<file path="src/rtl/mem_lsu_pkg.sv">
// Shared definitions for the load/store unit: RV32I funct3 width codes,
// FSM state encoding, byte-mask constants and small decode helpers used by
// both the controller (mem_lsu) and the lane aligner (mem_lsu_align).
package mem_lsu_pkg;

    // RV32I load/store width codes (funct3)
    localparam logic [2:0] LSU_B  = 3'b000;
    localparam logic [2:0] LSU_H  = 3'b001;
    localparam logic [2:0] LSU_W  = 3'b010;
    localparam logic [2:0] LSU_BU = 3'b100;
    localparam logic [2:0] LSU_HU = 3'b101;

    // Unshifted byte-enable masks per access size
    localparam logic [3:0] MASK_B = 4'b0001;
    localparam logic [3:0] MASK_H = 4'b0011;
    localparam logic [3:0] MASK_W = 4'b1111;

    // Controller states
    typedef enum logic [2:0] {
        ST_IDLE = 3'd0,
        ST_ACC0 = 3'd1,
        ST_ACC1 = 3'd2,
        ST_DONE = 3'd3,
        ST_ERR  = 3'd4
    } lsu_state_e;

    // Byte mask for the size field funct3[1:0]; code 11 never reaches an access
    function automatic logic [3:0] size_mask(input logic [1:0] size_code);
        logic [3:0] mask_v;
        case (size_code)
            2'b00:   mask_v = MASK_B;
            2'b01:   mask_v = MASK_H;
            2'b10:   mask_v = MASK_W;
            default: mask_v = MASK_B;
        endcase
        return mask_v;
    endfunction

    // Number of bytes moved for the size field funct3[1:0]
    function automatic logic [2:0] size_bytes(input logic [1:0] size_code);
        logic [2:0] n_v;
        case (size_code)
            2'b00:   n_v = 3'd1;
            2'b01:   n_v = 3'd2;
            2'b10:   n_v = 3'd4;
            default: n_v = 3'd1;
        endcase
        return n_v;
    endfunction

    // True when the access spills past the end of its aligned word
    function automatic logic is_crossing(input logic [1:0] size_code,
                                         input logic [1:0] offset);
        return ({2'b00, offset} + {1'b0, size_bytes(size_code)}) > 4'd4;
    endfunction

    // Reserved width codes, and unsigned widths used with a store
    function automatic logic is_illegal_f3(input logic [2:0] funct3,
                                           input logic       we);
        logic bad_v;
        case (funct3)
            3'b011:  bad_v = 1'b1;
            3'b110:  bad_v = 1'b1;
            3'b111:  bad_v = 1'b1;
            default: bad_v = we & funct3[2];
        endcase
        return bad_v;
    endfunction

endpackage

</file>
<file path="src/rtl/mem_lsu_if.sv">
// Bundle of the pipeline-side request/response signals and the data_ram
// port signals of the load/store unit.
//   slave  : view of the LSU itself (takes requests, drives the RAM port)
//   master : view of the environment (pipeline + memory)
// Signals:
//   req_i, we_i, funct3_i, addr_i, wdata_i : request from the MEM stage
//   busy_o, done_o, rdata_o, err_o         : status/response to the MEM stage
//   ram_ce_o, ram_we_o, ram_addr_o,
//   ram_sel_o, ram_data_o                  : word-aligned RAM access
//   ram_data_i                             : RAM read data (same cycle)
interface mem_lsu_if;
    logic        req_i;
    logic        we_i;
    logic [2:0]  funct3_i;
    logic [31:0] addr_i;
    logic [31:0] wdata_i;
    logic        busy_o;
    logic        done_o;
    logic [31:0] rdata_o;
    logic        err_o;
    logic        ram_ce_o;
    logic        ram_we_o;
    logic [31:0] ram_addr_o;
    logic [3:0]  ram_sel_o;
    logic [31:0] ram_data_o;
    logic [31:0] ram_data_i;

    modport slave (
        input  req_i, we_i, funct3_i, addr_i, wdata_i, ram_data_i,
        output busy_o, done_o, rdata_o, err_o,
               ram_ce_o, ram_we_o, ram_addr_o, ram_sel_o, ram_data_o
    );

    modport master (
        output req_i, we_i, funct3_i, addr_i, wdata_i, ram_data_i,
        input  busy_o, done_o, rdata_o, err_o,
               ram_ce_o, ram_we_o, ram_addr_o, ram_sel_o, ram_data_o
    );
endinterface

</file>
<file path="src/rtl/mem_lsu_align.sv">
// Combinational lane aligner for the load/store unit.
// For the current access (first or second word of a split access) it
// produces the byte enables and lane-shifted store data, and it moves the
// relevant read lanes to their position in the merged load result. It also
// sign/zero-extends the merged load value.
// Ports:
//   second_i    : 1 = second (upper) word of a crossing access
//   funct3_i    : latched width/sign code
//   offset_i    : latched byte offset addr[1:0]
//   wdata_i     : latched right-justified store data
//   ram_rdata_i : RAM read data for the current word
//   merge_i     : merged load value (low part from first word)
//   sel_o       : byte enables for the current word
//   wlane_o     : store data shifted to the current word's lanes
//   rlane_o     : read bytes shifted to their place in the result
//   ext_o       : extended load result built from merge_i
module mem_lsu_align
    import mem_lsu_pkg::*;
(
    input  logic        second_i,
    input  logic [2:0]  funct3_i,
    input  logic [1:0]  offset_i,
    input  logic [31:0] wdata_i,
    input  logic [31:0] ram_rdata_i,
    input  logic [31:0] merge_i,
    output logic [3:0]  sel_o,
    output logic [31:0] wlane_o,
    output logic [31:0] rlane_o,
    output logic [31:0] ext_o
);

    logic [7:0] sel_wide_s;   // mask shifted across two words
    logic [4:0] up_sh_s;      // 8*offset
    logic [4:0] dn_sh_s;      // 8*(4-offset), mod 32

    assign sel_wide_s = {4'b0000, size_mask(funct3_i[1:0])} << offset_i;
    assign up_sh_s    = {offset_i, 3'b000};
    // 0 - 8*off in 5 bits equals 32 - 8*off for off = 1..3 (only case used)
    assign dn_sh_s    = 5'd0 - up_sh_s;

    // Pick lanes for the first word (low part) or the spilled upper word
    always_comb begin
        sel_o   = 4'b0000;
        wlane_o = 32'd0;
        rlane_o = 32'd0;
        if (second_i) begin
            sel_o   = sel_wide_s[7:4];
            wlane_o = wdata_i >> dn_sh_s;
            rlane_o = ram_rdata_i << dn_sh_s;
        end else begin
            sel_o   = sel_wide_s[3:0];
            wlane_o = wdata_i << up_sh_s;
            rlane_o = ram_rdata_i >> up_sh_s;
        end
    end

    // Width masking and sign/zero extension of the merged load value
    always_comb begin
        ext_o = 32'd0;
        case (funct3_i)
            LSU_B:   ext_o = {{24{merge_i[7]}}, merge_i[7:0]};
            LSU_H:   ext_o = {{16{merge_i[15]}}, merge_i[15:0]};
            LSU_W:   ext_o = merge_i;
            LSU_BU:  ext_o = {24'd0, merge_i[7:0]};
            LSU_HU:  ext_o = {16'd0, merge_i[15:0]};
            default: ext_o = 32'd0;
        endcase
    end

endmodule

</file>
<file path="src/rtl/mem_lsu.sv">
// Load/store initiator between the MEM stage and the data_ram port.
// One request becomes one word access, or two when the access crosses a
// word boundary (ALLOW_MISALIGNED=1); crossing accesses are rejected with
// err_o when ALLOW_MISALIGNED=0. busy_o stalls the pipeline until the
// one-cycle done_o pulse. All outputs decode from registered state; the
// RAM strobes are additionally gated by rst so a reset mid-access never
// writes.
// Ports:
//   clk, rst : clock, synchronous active-high reset
//   lsu      : mem_lsu_if.slave (request, response and RAM port signals)
module mem_lsu
    import mem_lsu_pkg::*;
#(
    parameter bit ALLOW_MISALIGNED = 1'b1
) (
    input  logic      clk,
    input  logic      rst,
    mem_lsu_if.slave  lsu
);

    lsu_state_e  state_r;
    lsu_state_e  next_state_s;

    logic        we_r;
    logic [2:0]  funct3_r;
    logic [31:0] addr_r;
    logic [31:0] wdata_r;
    logic [31:0] merge_r;

    logic        accept_s;
    logic        illegal_s;
    logic        cur_cross_s;
    logic        second_s;
    logic [3:0]  sel_s;
    logic [31:0] wlane_s;
    logic [31:0] rlane_s;
    logic [31:0] ext_s;
    logic [31:0] word_addr_s;

    assign accept_s    = (state_r == ST_IDLE) && lsu.req_i;
    assign illegal_s   = is_illegal_f3(lsu.funct3_i, lsu.we_i) ||
                         (!ALLOW_MISALIGNED &&
                          is_crossing(lsu.funct3_i[1:0], lsu.addr_i[1:0]));
    assign cur_cross_s = is_crossing(funct3_r[1:0], addr_r[1:0]);
    assign second_s    = (state_r == ST_ACC1);
    assign word_addr_s = {addr_r[31:2], 2'b00};

    mem_lsu_align u_align (
        .second_i    (second_s),
        .funct3_i    (funct3_r),
        .offset_i    (addr_r[1:0]),
        .wdata_i     (wdata_r),
        .ram_rdata_i (lsu.ram_data_i),
        .merge_i     (merge_r),
        .sel_o       (sel_s),
        .wlane_o     (wlane_s),
        .rlane_o     (rlane_s),
        .ext_o       (ext_s)
    );

    // FSM state register
    always_ff @(posedge clk) begin
        if (rst) begin
            state_r <= ST_IDLE;
        end else begin
            state_r <= next_state_s;
        end
    end

    // Request capture on acceptance; load merge across the one or two accesses
    always_ff @(posedge clk) begin
        if (rst) begin
            we_r     <= 1'b0;
            funct3_r <= 3'b000;
            addr_r   <= 32'd0;
            wdata_r  <= 32'd0;
            merge_r  <= 32'd0;
        end else begin
            if (accept_s) begin
                we_r     <= lsu.we_i;
                funct3_r <= lsu.funct3_i;
                addr_r   <= lsu.addr_i;
                wdata_r  <= lsu.wdata_i;
            end
            // First word supplies the low bytes; the second ORs in the high ones
            if ((state_r == ST_ACC0) && !we_r) begin
                merge_r <= rlane_s;
            end else if ((state_r == ST_ACC1) && !we_r) begin
                merge_r <= merge_r | rlane_s;
            end
        end
    end

    // Next-state decode
    always_comb begin
        next_state_s = state_r;
        case (state_r)
            ST_IDLE: begin
                if (lsu.req_i) begin
                    if (illegal_s) begin
                        next_state_s = ST_ERR;
                    end else begin
                        next_state_s = ST_ACC0;
                    end
                end else begin
                    next_state_s = ST_IDLE;
                end
            end
            ST_ACC0: begin
                if (cur_cross_s) begin
                    next_state_s = ST_ACC1;
                end else begin
                    next_state_s = ST_DONE;
                end
            end
            ST_ACC1: next_state_s = ST_DONE;
            ST_DONE: next_state_s = ST_IDLE;
            ST_ERR:  next_state_s = ST_IDLE;
            default: next_state_s = ST_IDLE;
        endcase
    end

    // Output decode from registered state; RAM strobes masked during reset
    always_comb begin
        lsu.busy_o     = (state_r != ST_IDLE);
        lsu.done_o     = 1'b0;
        lsu.err_o      = 1'b0;
        lsu.rdata_o    = 32'd0;
        lsu.ram_ce_o   = 1'b0;
        lsu.ram_we_o   = 1'b0;
        lsu.ram_addr_o = 32'd0;
        lsu.ram_sel_o  = 4'b0000;
        lsu.ram_data_o = 32'd0;
        case (state_r)
            ST_ACC0: begin
                lsu.ram_ce_o   = !rst;
                lsu.ram_we_o   = we_r && !rst;
                lsu.ram_addr_o = word_addr_s;
                lsu.ram_sel_o  = sel_s;
                lsu.ram_data_o = we_r ? wlane_s : 32'd0;
            end
            ST_ACC1: begin
                lsu.ram_ce_o   = !rst;
                lsu.ram_we_o   = we_r && !rst;
                lsu.ram_addr_o = word_addr_s + 32'd4;
                lsu.ram_sel_o  = sel_s;
                lsu.ram_data_o = we_r ? wlane_s : 32'd0;
            end
            ST_DONE: begin
                lsu.done_o  = 1'b1;
                lsu.rdata_o = we_r ? 32'd0 : ext_s;
            end
            ST_ERR: begin
                lsu.done_o = 1'b1;
                lsu.err_o  = 1'b1;
            end
            default: begin
                lsu.done_o = 1'b0;
            end
        endcase
    end

endmodule
</file>
<file path="src/flat_wrapper.sv">
// flat-port wrapper written by rule: the top's interface ports become plain ports
module mem_lsu_flat import mem_lsu_pkg::*;
#(
    parameter bit ALLOW_MISALIGNED = 1'b1
)
  (clk, rst, lsu_req_i, lsu_we_i, lsu_funct3_i, lsu_addr_i, lsu_wdata_i, lsu_ram_data_i, lsu_busy_o, lsu_done_o, lsu_rdata_o, lsu_err_o, lsu_ram_ce_o, lsu_ram_we_o, lsu_ram_addr_o, lsu_ram_sel_o, lsu_ram_data_o);
  mem_lsu_if lsu_i ();
  input  logic clk;
  input  logic rst;
  input wire logic [$bits(lsu_i.req_i)-1:0] lsu_req_i;
  input wire logic [$bits(lsu_i.we_i)-1:0] lsu_we_i;
  input wire logic [$bits(lsu_i.funct3_i)-1:0] lsu_funct3_i;
  input wire logic [$bits(lsu_i.addr_i)-1:0] lsu_addr_i;
  input wire logic [$bits(lsu_i.wdata_i)-1:0] lsu_wdata_i;
  input wire logic [$bits(lsu_i.ram_data_i)-1:0] lsu_ram_data_i;
  output wire logic [$bits(lsu_i.busy_o)-1:0] lsu_busy_o;
  output wire logic [$bits(lsu_i.done_o)-1:0] lsu_done_o;
  output wire logic [$bits(lsu_i.rdata_o)-1:0] lsu_rdata_o;
  output wire logic [$bits(lsu_i.err_o)-1:0] lsu_err_o;
  output wire logic [$bits(lsu_i.ram_ce_o)-1:0] lsu_ram_ce_o;
  output wire logic [$bits(lsu_i.ram_we_o)-1:0] lsu_ram_we_o;
  output wire logic [$bits(lsu_i.ram_addr_o)-1:0] lsu_ram_addr_o;
  output wire logic [$bits(lsu_i.ram_sel_o)-1:0] lsu_ram_sel_o;
  output wire logic [$bits(lsu_i.ram_data_o)-1:0] lsu_ram_data_o;
  assign lsu_i.req_i = lsu_req_i;
  assign lsu_i.we_i = lsu_we_i;
  assign lsu_i.funct3_i = lsu_funct3_i;
  assign lsu_i.addr_i = lsu_addr_i;
  assign lsu_i.wdata_i = lsu_wdata_i;
  assign lsu_i.ram_data_i = lsu_ram_data_i;
  assign lsu_busy_o = lsu_i.busy_o;
  assign lsu_done_o = lsu_i.done_o;
  assign lsu_rdata_o = lsu_i.rdata_o;
  assign lsu_err_o = lsu_i.err_o;
  assign lsu_ram_ce_o = lsu_i.ram_ce_o;
  assign lsu_ram_we_o = lsu_i.ram_we_o;
  assign lsu_ram_addr_o = lsu_i.ram_addr_o;
  assign lsu_ram_sel_o = lsu_i.ram_sel_o;
  assign lsu_ram_data_o = lsu_i.ram_data_o;
  mem_lsu #(.ALLOW_MISALIGNED(ALLOW_MISALIGNED)) u_core (.clk(clk), .rst(rst), .lsu(lsu_i));
endmodule
</file>
<file path="config.mk">
export PLATFORM = sky130hd
export DESIGN_NAME = mem_lsu_flat
export DESIGN_NICKNAME = d
export VERILOG_FILES = /design/src/rtl/mem_lsu_pkg.sv /design/src/rtl/mem_lsu_if.sv /design/src/rtl/mem_lsu_align.sv /design/src/rtl/mem_lsu.sv /design/src/flat_wrapper.sv
export SDC_FILE = /design/constraint.sdc
export NUM_CORES = 1
export LEC_CHECK = 0
export BUFFER_PORTS_ARGS = -buffer_cell sky130_fd_sc_hd__buf_2
export CAP_MARGIN = 10
export CORE_UTILIZATION = 40
export CTS_BUF_LIST = sky130_fd_sc_hd__clkbuf_2
export CTS_CLUSTER_SIZE = 25
export DETAILED_ROUTE_END_ITERATION = 8
export PLACE_DENSITY = 0.64
export SLEW_MARGIN = 20
export SYNTH_ARGS = -nofsm -noshare
export SYNTH_HDL_FRONTEND = slang
export SYNTH_SLANG_ARGS = --single-unit
export TNS_END_PERCENT = 30
</file>
<file path="constraint.sdc">
create_clock -name clk -period 7.4 [get_ports clk]
set_input_delay 1.48 -clock clk [delete_from_list [all_inputs] [get_ports clk]]
set_output_delay 1.48 -clock clk [all_outputs]
set_load 0.005 [all_outputs]
</file>
# Word-level counts from Yosys, hierarchy flattened
# Cells that the tools add are included.
[totals]
inputBits = 103
elab_cells = 66
ff_bits = 103
out_inout_bits = 105
[classes]
addsub = 3
muxes = 23
n_reduce_logical = 13
n_bitwise = 2
magnitude_cmp = 1
n_eq_ne = 13
shifts = 5
[ops]
columns = ["operator", "n"]
rows = [
  ["$mux 32", 8],
  ["$pmux 32 s5", 1],
  ["$pmux 32 s2", 1],
  ["$shl 32x5->32", 2],
  ["$shr 32x5->32", 2],
  ["$add 32x3->32 const B", 1],
  ["$or 32x32->32", 1],
  ["$eq 3x3->1 const B", 5],
  ["$eq 3x2->1 const B", 4],
  ["$pmux 3 s3", 1],
  ["$mux 4", 2],
  ["$pmux 4 s2", 1],
  ["$shl 4x2->8", 1],
  ["$eq 3x1->1 const B", 2],
  ["$logic_not 3->1", 2],
  ["$mux 1", 6],
  ["$mux 3", 2],
  ["$pmux 3 s2", 1],
  ["$sub 1x5->5 const A", 1],
  ["$add 2x3->4", 1],
  ["$gt 4x3->1 const B", 1],
  ["$logic_and 1x1->1", 4],
  ["$reduce_or 2->1", 2],
  ["$reduce_bool 3->1", 1],
  ["other kinds (6)", 7],
]

# Longest topological paths before layout
# Gate-level depths: netlist of run 1.
[depth]
depth_word = 6
depth_mapped = 12
mapped_depth_nobuf = 10

# By module
# From an unflattened synthesis of run 1, not the netlist that was laid out.
[hier_totals]
hier_cells = 1063
area_unflattened_um2 = 7624.8
[by_module_without_submodules]
columns = ["mod", "n_inst", "area_per_inst_um2", "cells_per_inst", "seq_area_each_um2"]
rows = [
  ["mem_lsu", 1, 5122.4, 689, 2062.0],
  ["mem_lsu_align", 1, 2502.4, 374, 0.0],
]

# Worst setup path after synthesis of run 1
# Ideal clock, no wire load.
[synth_path]
path_type = "reg-to-output"
start = "register u_core.addr_r[1]"
end = "output lsu_ram_data_o[16]"
arrival_time_ps = 2369
n_path_buf = 6
slack_ps = 3551
stages_incl_launch_ff = 12
required_ps = 5920
cell_sequence = "dfxtp_1 -> buf_2 -> inv_1 -> buf_2 -> buf_1 -> ha_1 -> buf_2 -> buf_2 -> buf_2 -> nor2_1 -> a22oi_1 -> nor2_1"
[synth_via]
elab_chain_cells = 5
word_cells_on_any_way = 6
cone_classes = "add/sub (1); shift (2); mux (3)"
[synth_lines]
columns = ["element", "line", "text"]
rows = [
  ["start, declared", "mem_lsu.sv:26", "logic [31:0] addr_r;"],
  ["start signal, assigned", "mem_lsu.sv:82", "addr_r <= lsu.addr_i;"],
  ["$sub 1x5->5", "mem_lsu_align.sv:39", "assign dn_sh_s = 5'd0 - up_sh_s;"],
  ["$shr 32x5->32", "mem_lsu_align.sv:48", "wlane_o = wdata_i >> dn_sh_s;"],
  ["$mux 32 (*)", "mem_lsu_align.sv:46", "if (second_i) begin"],
  ["$mux 32 (*)", "mem_lsu.sv:140, mem_lsu.sv:147", ""],
  ["$mux 32 (*)", "--", ""],
  ["end, declared", "flat_wrapper.sv:24", "output wire logic [$bits(lsu_i.ram_data_o)-1:0] lsu_ram_data_o;"],
]
# Mark *: on every way between the ends. The rest lies on a longest branch, timed or not.

# Worst setup path after layout of run 1
[layout_path]
start = "register u_core.addr_r[0]"
end = "output lsu_ram_data_o[30]"
# Same word-level chain as after synthesis.

==> impl_metrics.json, run 1 <==
{
  "cp.arrival_ns": 5.14,
  "min_from": "u_core.merge_r[14]",
  "worstHoldPathType": "flip-flop to flip-flop",
  "rsz0062_at_grt": "no",
  "numCtsBuffers": 9,
  "post_cts_buffers": 0,
  "io-pin-count": 208,
  "holdBufCountCts": 0,
  "r2r_setup_slack_ns": 2.87,
  "tns_ns": 0,
  "min_delay_path_depth": 2,
  "cp-start-kind": "flip-flop",
  "setup_viol": 0,
  "clock-sinks": 103,
  "grt_pass1_wl_um": 37200,
  "post_synth.cell_area_avg_um2": 7.07,
  "r2r-start": "u_core.addr_r[0]",
  "power.density_mw_per_mm2": 199,
  "drt_iter0_markers": 732,
  "detail-route-antenna-nets": 0,
  "hpwlAfterDp_um": 16700,
  "post-route-min-period_ns": 6.62,
  "yosysSeqAreaShare": 0.282,
  "fin_crit_sh": 0.895,
  "worst_slew_pin_slew_ns": 1.05,
  "die_w_um": 137,
  "cts-root-buf": "clkbuf_2",
  "critPathMaxFanout": 94,
  "grt-ovfl-total": 0,
  "nFillCells": 1892,
  "slew_viol_final": 0,
  "yosys.area.top_type": "dfxtp_1",
  "final_cell_mix": "nand2_1 (254), buf_2 (205), a21oi_1 (133)",
  "netlist_top_cells_area": "dfxtp_1 (28%), nand2_1 (13%), a21oi_1 (9.1%)",
  "min_to": "u_core.merge_r[14]",
  "slew_headroom": 0.302,
  "htree_levels": 3,
  "dieArea_mm2": 0.0188,
  "status": "complete, no violations",
  "clockBufferDepth": 2,
  "initial_core_util": 0.408,
  "post_cts_resized": 0,
  "portBuffers": 205,
  "grt_pass1_vias": 7027,
  "netlist_area_mm2": 0.00730,
  "grt.total_usage": 0.253,
  "antenna_found_initial": 2,
  "drt_pass1_iterations": 6,
  "fmax_mhz": 151,
  "final-hold-violation-count": 0,
  "grt_max_degree": 95,
  "leakage_uw": 0.00330,
  "insertion_delay_ns": 0.62,
  "rows": 49,
  "skew_ns": 0.0330,
  "syn-instance-count": 1033,
  "rr_endpoint": "u_core.merge_r[31]",
  "coreArea_mm2": 0.0179,
  "synth-edff-count": 0,
  "via_per_inst": 5.70,
  "routed_wl_um": 23800,
  "synth_ff_type": "dfxtp_1",
  "fin_nets": 1286,
  "clk_pin_slew_worst_paths_ns": 0.29,
  "wire_per_inst_um": 16.9,
  "yosysUniqueCellTypes": 67,
  "vdd_ir_drop_max_uv": 94.8,
  "async_reset_ff_frac": 0,
  "endpoint_kind": "primary output",
  "gp_congestion": 0.918,
  "ys_ff_latch": 103,
  "finish.instance_area_mm2": 0.00842,
  "drive_above_1_share": 0.251,
  "worstRegToRegCells": 8,
  "crit_type": "flip-flop to primary output",
  "vias": 8028,
  "cp.required_ns": 5.92,
  "yosysTopAreaCellShare": 0.282,
  "cap_violations": 0,
  "remaining_drc_errors": 0,
  "cts_tree": "yes",
  "die_y_um": 137,
  "final_common_cell": "nand2_1",
  "syn_to_final_growth_pct": 15.3,
  "ys.warnings.count": 0,
  "placed_area_mm2": 0.00828
}
-- flip-flops by register name, indices dropped and copies added, names as in the netlist --
signal	cells
u_core.funct3_r	3
u_core.wdata_r	32
u_core.we_r	1
u_core.addr_r	32
u_core.state_r	3
u_core.merge_r	32
-- report_power, final --
group	total [µW]	switching (µW)	leakage [µW]	internal [µW]
Sequential	742	105	0.000845	637
Clock	313	201	0.0000776	112
Combinational	620	393	0.00238	227
Total	1670	698	0.00330	977
-- final cells by class --
cell class | count | area, µm² | share of cell area
clock inverter | 6 | 83.8 | 0.00996
inverter | 13 | 48.8 | 0.00579
sequential | 103 | 2070 | 0.245
timing repair buffer | 216 | 1110 | 0.132
multi-input combinational | 829 | 4770 | 0.567
antenna | 2 | 5.00 | 0.000594
clock buffer | 10 | 50.0 | 0.00594
tap | 229 | 287 | 0.0340
-- cells by family (layout without fill, tap and decap cells) --
kind of cell | after synthesis | in the layout | synth area share
AOI/OAI and AO/OA | 330 | 330 | 0.273
muxes | 66 | 66 | 0.0946
buffers and inverters | 102 | 245 | 0.0667
and+or+nand+nor | 417 | 417 | 0.259
adders and majority gates | 11 | 11 | 0.0199
DFF | 103 | 103 | 0.282
xor gates and xnor gates | 3 | 3 | 0.00360
other | 1 | 4 | 0.000514
-- worst max-delay path by stage --
stage / start / to / slack (ns) / cells past startpoint
after floorplan: u_core.addr_r[1] / lsu_ram_data_o[16] / 3.55 / 11
after global placement: u_core.addr_r[0] / lsu_ram_data_o[30] / 1.63 / 8
after detailed placement: u_core.addr_r[0] / lsu_ram_data_o[30] / 1.56 / 8
after CTS: u_core.addr_r[0] / lsu_ram_data_o[30] / 0.83 / 8
after global routing: u_core.addr_r[0] / lsu_ram_data_o[30] / 0.45 / 8
final: u_core.addr_r[0] / lsu_ram_data_o[30] / 0.78 / 8
-- stage by stage --
stage / setup slack, ns / instances / util / hold slack, ns / power [µW]
6_report: 0.777 / 1408 / 0.470 / 0.478 / 1670
3_3_place_gp: 1.63 / 1390 / 0.463 / 0.436 / 1360
2_1_floorplan: 3.55 / 1034 / - / 0.425 / 1180
5_1_grt: 0.454 / 1408 / 0.470 / 0.492 / 1790
3_5_place_dp: 1.56 / 1390 / 0.463 / 0.444 / 1370
4_1_cts: 0.827 / 1406 / 0.470 / 0.479 / 1680
-- synthesized netlist by cell type, drive strengths merged, types with 2 or more instances --
library cell  number
nand4              9
nand3b             4
nor3b              3
o211ai             5
nor2              48
nand2            255
o2bb2ai            8
a21oi            153
or2                2
and2              11
clkbuf            43
o21ai             85
and3               7
or4                4
nor4               6
nor2b             15
o31ai              4
a22o               2
a22oi             15
clkinv             2
a41oi              2
buf               46
nor3              33
mux2i             42
o22ai             10
a221o             16
nand2b             2
o21bai             2
a211oi             7
xor2               2
dfxtp            103
ha                10
mux2              24
nand3             14
inv               11
a31oi             12
-- routing by layer --
layer	global-route usage	wire, µm	up-vias
li1	-	-	3921
met1	0.352	11000	3733
met2	0.397	10700	326
met3	0.0300	1500	46
met4	0.0965	574	2
met5	0	12	-
-- critical path: stages, from the launching register on --
cell      delay, ns
dfxtp_4        1.11
clkinv_1       0.78
ha_1           1.07
clkinv_1       0.59
nor2_4         0.27
nor2_1         0.19
a21oi_1        0.25
a211oi_1       0.09
buf_2          0.18
Power figures use the tool's default switching activity.
==> inputs of run 2 (changes only) <==
- CELL_PAD_IN_SITES_DETAIL_PLACEMENT: default -> 1
- CELL_PAD_IN_SITES_GLOBAL_PLACEMENT: default -> 1
- PLACE_DENSITY: 0.64 -> 0.86
==> run 2 against run 1 <==
- clock skew grew 0.014 ns
- combinational power about the same
- critical path depth rose by 1
- cell area fell by 0.52%
- fmax rose by 4.1%
- non-clock buffer count up 1
- first-iteration DRC count is 20% lower
- sequential power is 2% higher
- worst setup slack gained 0.26 ns
- sequential share of layout area increased by 0.13 points
- via count up 0.44%
- count of clock-buffer cells in the layout decreased by 1
- largest cell class unchanged
==> impl_metrics.json, run 2 (synthesis gave the netlist of run 1 again) <==
{
  "grt_most_used_layer": "met2",
  "endpoint_kind": "primary output",
  "hpwlAfterDp_um": 19200,
  "vdd_ir_drop_max_uv": 93.0,
  "startpoint": "u_core.addr_r[0]",
  "finalNonFillerCells": 1408,
  "drt_pass1_iterations": 5,
  "worstRegToRegCells": 7,
  "htree_levels": 3,
  "clk_pin_slew_worst_paths_ns": 0.32,
  "r2r-start": "u_core.addr_r[0]",
  "clockPowerShare": 0.151,
  "cp.required_ns": 5.92,
  "syn_to_final_growth_pct": 14.7,
  "worstHoldPathType": "flip-flop to flip-flop",
  "insertion_delay_ns": 0.64,
  "slew_viol_final": 0,
  "power.switching_uw": 713,
  "grt_pass1_vias": 7641,
  "status": "complete, no violations",
  "die_y_um": 137,
  "drt_iter0_markers": 589,
  "cap_violations": 0,
  "p_int_uw": 907,
  "routed_wl_um": 25900,
  "detail-route-antenna-nets": 0,
  "initial_core_util": 0.408,
  "tns_ns": 0,
  "cp-start-kind": "flip-flop",
  "top_regs": "u_core.addr_r (32), u_core.merge_r (32), u_core.wdata_r (32)",
  "rows": 49,
  "drive_above_1_share": 0.251,
  "grt-ovfl-total": 0,
  "numCtsBuffers": 9,
  "grtUsageMet2": 0.447,
  "grtUsageMet3": 0.0293,
  "grt.total_usage": 0.275,
  "remaining_drc_errors": 0,
  "slew_headroom": 0.283,
  "r2r_setup_slack_ns": 3.13,
  "final_cell_mix": "nand2_1 (254), buf_2 (205), a21oi_1 (133)",
  "clockBufferDepth": 2,
  "min_delay_path_depth": 2,
  "setup_viol": 0,
  "met1_usage": 0.372,
  "grt_pass1_wl_um": 40500,
  "combinationalPowerShare": 0.381,
  "wire_per_inst_um": 18.4,
  "swShare": 0.440,
  "cp.arrival_ns": 4.88,
  "fin_nets": 1287,
  "placed_area_mm2": 0.00829,
  "worst_slew_pin_slew_ns": 1.08,
  "via_per_inst": 5.73,
  "final-hold-violation-count": 0,
  "holdBufCountCts": 0,
  "cts-root-buf": "clkbuf_2",
  "post-route-min-period_ns": 6.36,
  "min_to": "u_core.merge_r[14]",
  "post_cts_buffers": 0,
  "fin_total_pwr_uw": 1620,
  "rr_endpoint": "u_core.merge_r[4]",
  "gp_congestion": 0.910,
  "power.density_mw_per_mm2": 193,
  "dp_cells": 1391,
  "coreArea_mm2": 0.0179,
  "dieArea_mm2": 0.0188,
  "finish.instance_area_mm2": 0.00838,
  "portBuffers": 205,
  "rsz0062_at_grt": "no",
  "crit_type": "flip-flop to primary output",
  "cts_tree": "yes",
  "antenna_found_initial": 2,
  "clock-sinks": 103,
  "min_from": "u_core.merge_r[14]",
  "io-pin-count": 208,
  "leakage_uw": 0.00328,
  "skew_ns": 0.0467,
  "critPathMaxFanout": 94,
  "post_cts_resized": 0,
  "p_seq_frac": 0.468,
  "grt_max_degree": 95,
  "fmax_mhz": 157,
  "fin_crit_sh": 0.860,
  "final_common_cell": "nand2_1",
  "die_w_um": 137,
  "vias": 8063,
  "hold_ws_ns": 0.482
}
[run 2: cell count changes in the layout (fill, tap and decap cells not counted), sizes merged]
cell    change
bufinv      -2
clkinv      +2
buf         +1
clkbuf      -1
[run 2: per-stage QoR]
stage               setup slack, ns  utilization
finish                         1.04        0.468
global route                  0.676        0.468
CTS                            1.07        0.468
detailed placement             1.81        0.463
global placement               1.98        0.463
floorplan                      3.55            -
[run 2: worst max-delay path, stage by stage (launching register included)]
cell and delay (ns):
dfxtp_4 1.12, clkinv_1 0.80, ha_1 0.54, buf_4 0.44
clkinv_1 0.47, nor2_4 0.25, nor2_1 0.15, a21oi_1 0.26
a211oi_1 0.07, buf_2 0.16
[run 2: how the worst max path moves through the flow]
stage                         end  cells after the start
6_report       lsu_ram_data_o[29]                      9
5_1_grt        lsu_ram_data_o[27]                      9
4_1_cts        lsu_ram_data_o[29]                      9
3_5_place_dp   lsu_ram_data_o[31]                      9
3_3_place_gp   lsu_ram_data_o[25]                      9
2_1_floorplan  lsu_ram_data_o[16]                     11
[run 2: layer usage]
metal	up-vias	part of all wire
li1	3930	-
met1	3848	0.46
met2	237	0.47
met3	48	0.047
met4	0	0.027
met5	-	0
[run 2: final cells by class]
cell class,instances,area [µm²]
repair buffers,217,1120
well taps,229,287
diodes,2,5.00
fillers,2420,9530
clock inverters,6,37.5
clock buffers,9,45.0
flip-flops and latches,103,2070
multi-input cells,829,4770
inverters,13,48.8
[run 2: power groups by stage]
stage / logic [µW] / registers [µW] / clock network [µW]
2_1_floorplan: 480 / 699 / 0
3_3_place_gp: 598 / 760 / 0
3_5_place_dp: 616 / 765 / 0
4_1_cts: 618 / 753 / 250
5_1_grt: 683 / 770 / 272
6_report: 618 / 758 / 244
==> inputs of run 3 (changes only) <==
- CORE_MARGIN: default -> 8
==> run 3 against run 2 <==
- non-clock buffer count down 2
- fmax up 0.29%
- register-to-register slack better by 0.04 ns
- cell area up 0.43%
- utilization about the same
==> impl_metrics.json, run 3 (synthesis gave the netlist of run 1 again) <==
{
  "status": "complete, no violations",
  "detail-route-antenna-nets": 0,
  "leakage_uw": 0.00329,
  "holdBufCountCts": 0,
  "clk_pin_slew_worst_paths_ns": 0.30,
  "gp_congestion": 0.941,
  "grt-ovfl-total": 0,
  "cts-root-buf": "clkbuf_2",
  "vias": 8061,
  "htree_levels": 3,
  "initial_core_util": 0.406,
  "crit_type": "flip-flop to primary output",
  "skew_ns": 0.0348,
  "final_cell_mix": "nand2_1 (254), buf_2 (205), a21oi_1 (133)",
  "cp-start-kind": "flip-flop",
  "final-hold-violation-count": 0,
  "cp.arrival_ns": 4.86,
  "fmax_mhz": 158,
  "syn_to_final_growth_pct": 15.2,
  "portBuffers": 205,
  "grt_pass1_vias": 7932,
  "die_y_um": 151,
  "power.density_mw_per_mm2": 200,
  "wire_per_inst_um": 19.3,
  "grt.total_usage": 0.231,
  "slew_viol_final": 0,
  "cp.required_ns": 5.92,
  "nFillCells": 2402,
  "worstHoldPathType": "flip-flop to flip-flop",
  "fin_total_pwr_uw": 1690,
  "routed_wl_um": 27200,
  "rsz0062_at_grt": "no",
  "grt_pass1_wl_um": 42000,
  "drive_above_1_share": 0.251,
  "top_regs": "u_core.addr_r (32), u_core.merge_r (32), u_core.wdata_r (32)",
  "dieArea_mm2": 0.0228,
  "slew_headroom": 0.303,
  "insertion_delay_ns": 0.61,
  "post_cts_resized": 0,
  "coreArea_mm2": 0.0180,
  "clock-sinks": 103,
  "die_w_um": 151,
  "final_common_cell": "nand2_1",
  "setup_viol": 0,
  "remaining_drc_errors": 0,
  "post-route-min-period_ns": 6.34,
  "io-pin-count": 208,
  "cts_tree": "yes",
  "drt_iter0_markers": 498,
  "numCtsBuffers": 9,
  "via_per_inst": 5.73,
  "rows": 49,
  "fin_crit_sh": 0.857,
  "cap_violations": 0,
  "worst_slew_pin_slew_ns": 1.05,
  "fin_util": 0.468,
  "antenna_found_initial": 2,
  "clockBufferDepth": 2,
  "vdd_ir_drop_max_uv": 71.4,
  "grt_max_degree": 95,
  "fin_nets": 1285,
  "drt_pass1_iterations": 5,
  "post_cts_buffers": 0,
  "dp_cells": 1389,
  "dp_slack_ns": 1.74,
  "setup_slack_ns": 1.06,
  "tns_ns": 0,
  "hpwlAfterDp_um": 20400,
  "endpoint_kind": "primary output",
  "finalNonFillerCells": 1407,
  "critPathMaxFanout": 94
}
## run 3: changes by cell type in the layout (fill, tap and decap cells not counted)
| cell | delta |
|---|---|
| clkinvlp_4 | -1 |
| clkinv_1 | -1 |
| clkinv_2 | -1 |
| bufinv_16 | +2 |
| clkbuf_2 | +1 |
| buf_4 | -2 |
| diode_2 | +1 |
## run 3: cell type report
class                           count  area [µm²]  area share
Multi-Input combinational cell    829        4770       0.567
Timing Repair Buffer              215        1100       0.131
Clock inverter                      5        81.3     0.00967
Antenna cell                        3        7.51    0.000892
Sequential cell                   103        2070       0.246
Tap cell                          229         287      0.0341
Inverter                           13        48.8     0.00580
Clock buffer                       10        50.0     0.00595
## run 3: final timing paths
path,to,slack [ns],cells after the start,from
worst min register to register,u_core.merge_r[13],0.49,2,u_core.merge_r[13]
worst min-delay path,u_core.merge_r[13],0.49,2,u_core.merge_r[13]
worst max register to register,u_core.merge_r[26],3.17,7,u_core.addr_r[0]
worst max-delay path,lsu_ram_data_o[31],1.06,9,u_core.addr_r[0]
## run 3: metal layers
metal  vias to the layer above  part of all wire  track usage
li1                       3931                 -            -
met1                      3849              0.45        0.302
met2                       235              0.46        0.367
met3                        46             0.059       0.0409
met4                         0             0.033       0.0985
met5                         -                 0            0
## run 3: power by group
group	switching, µW	total [µW]	internal [µW]	leakage (µW)
clock	198	310	112	0.0000800
sequential	120	757	637	0.000845
combinational	393	619	226	0.00237
## run 3: critical path, cell delays in order (launching register included)
cell and delay (ns):
dfxtp_4 1.09, clkinv_1 0.78, ha_1 0.51, buf_4 0.29, clkinv_1 0.27, nor2_4 0.08, nor2_1 0.52, a21oi_1 0.15
nor3_1 0.35, buf_2 0.19
## run 3: per-stage QoR
step	area (µm²)	hold WS, ns
after global placement	8270	0.438
after CTS	8400	0.490
final	8410	0.488
after global routing	8410	0.507
after floorplan	7300	0.425
after detailed placement	8270	0.447
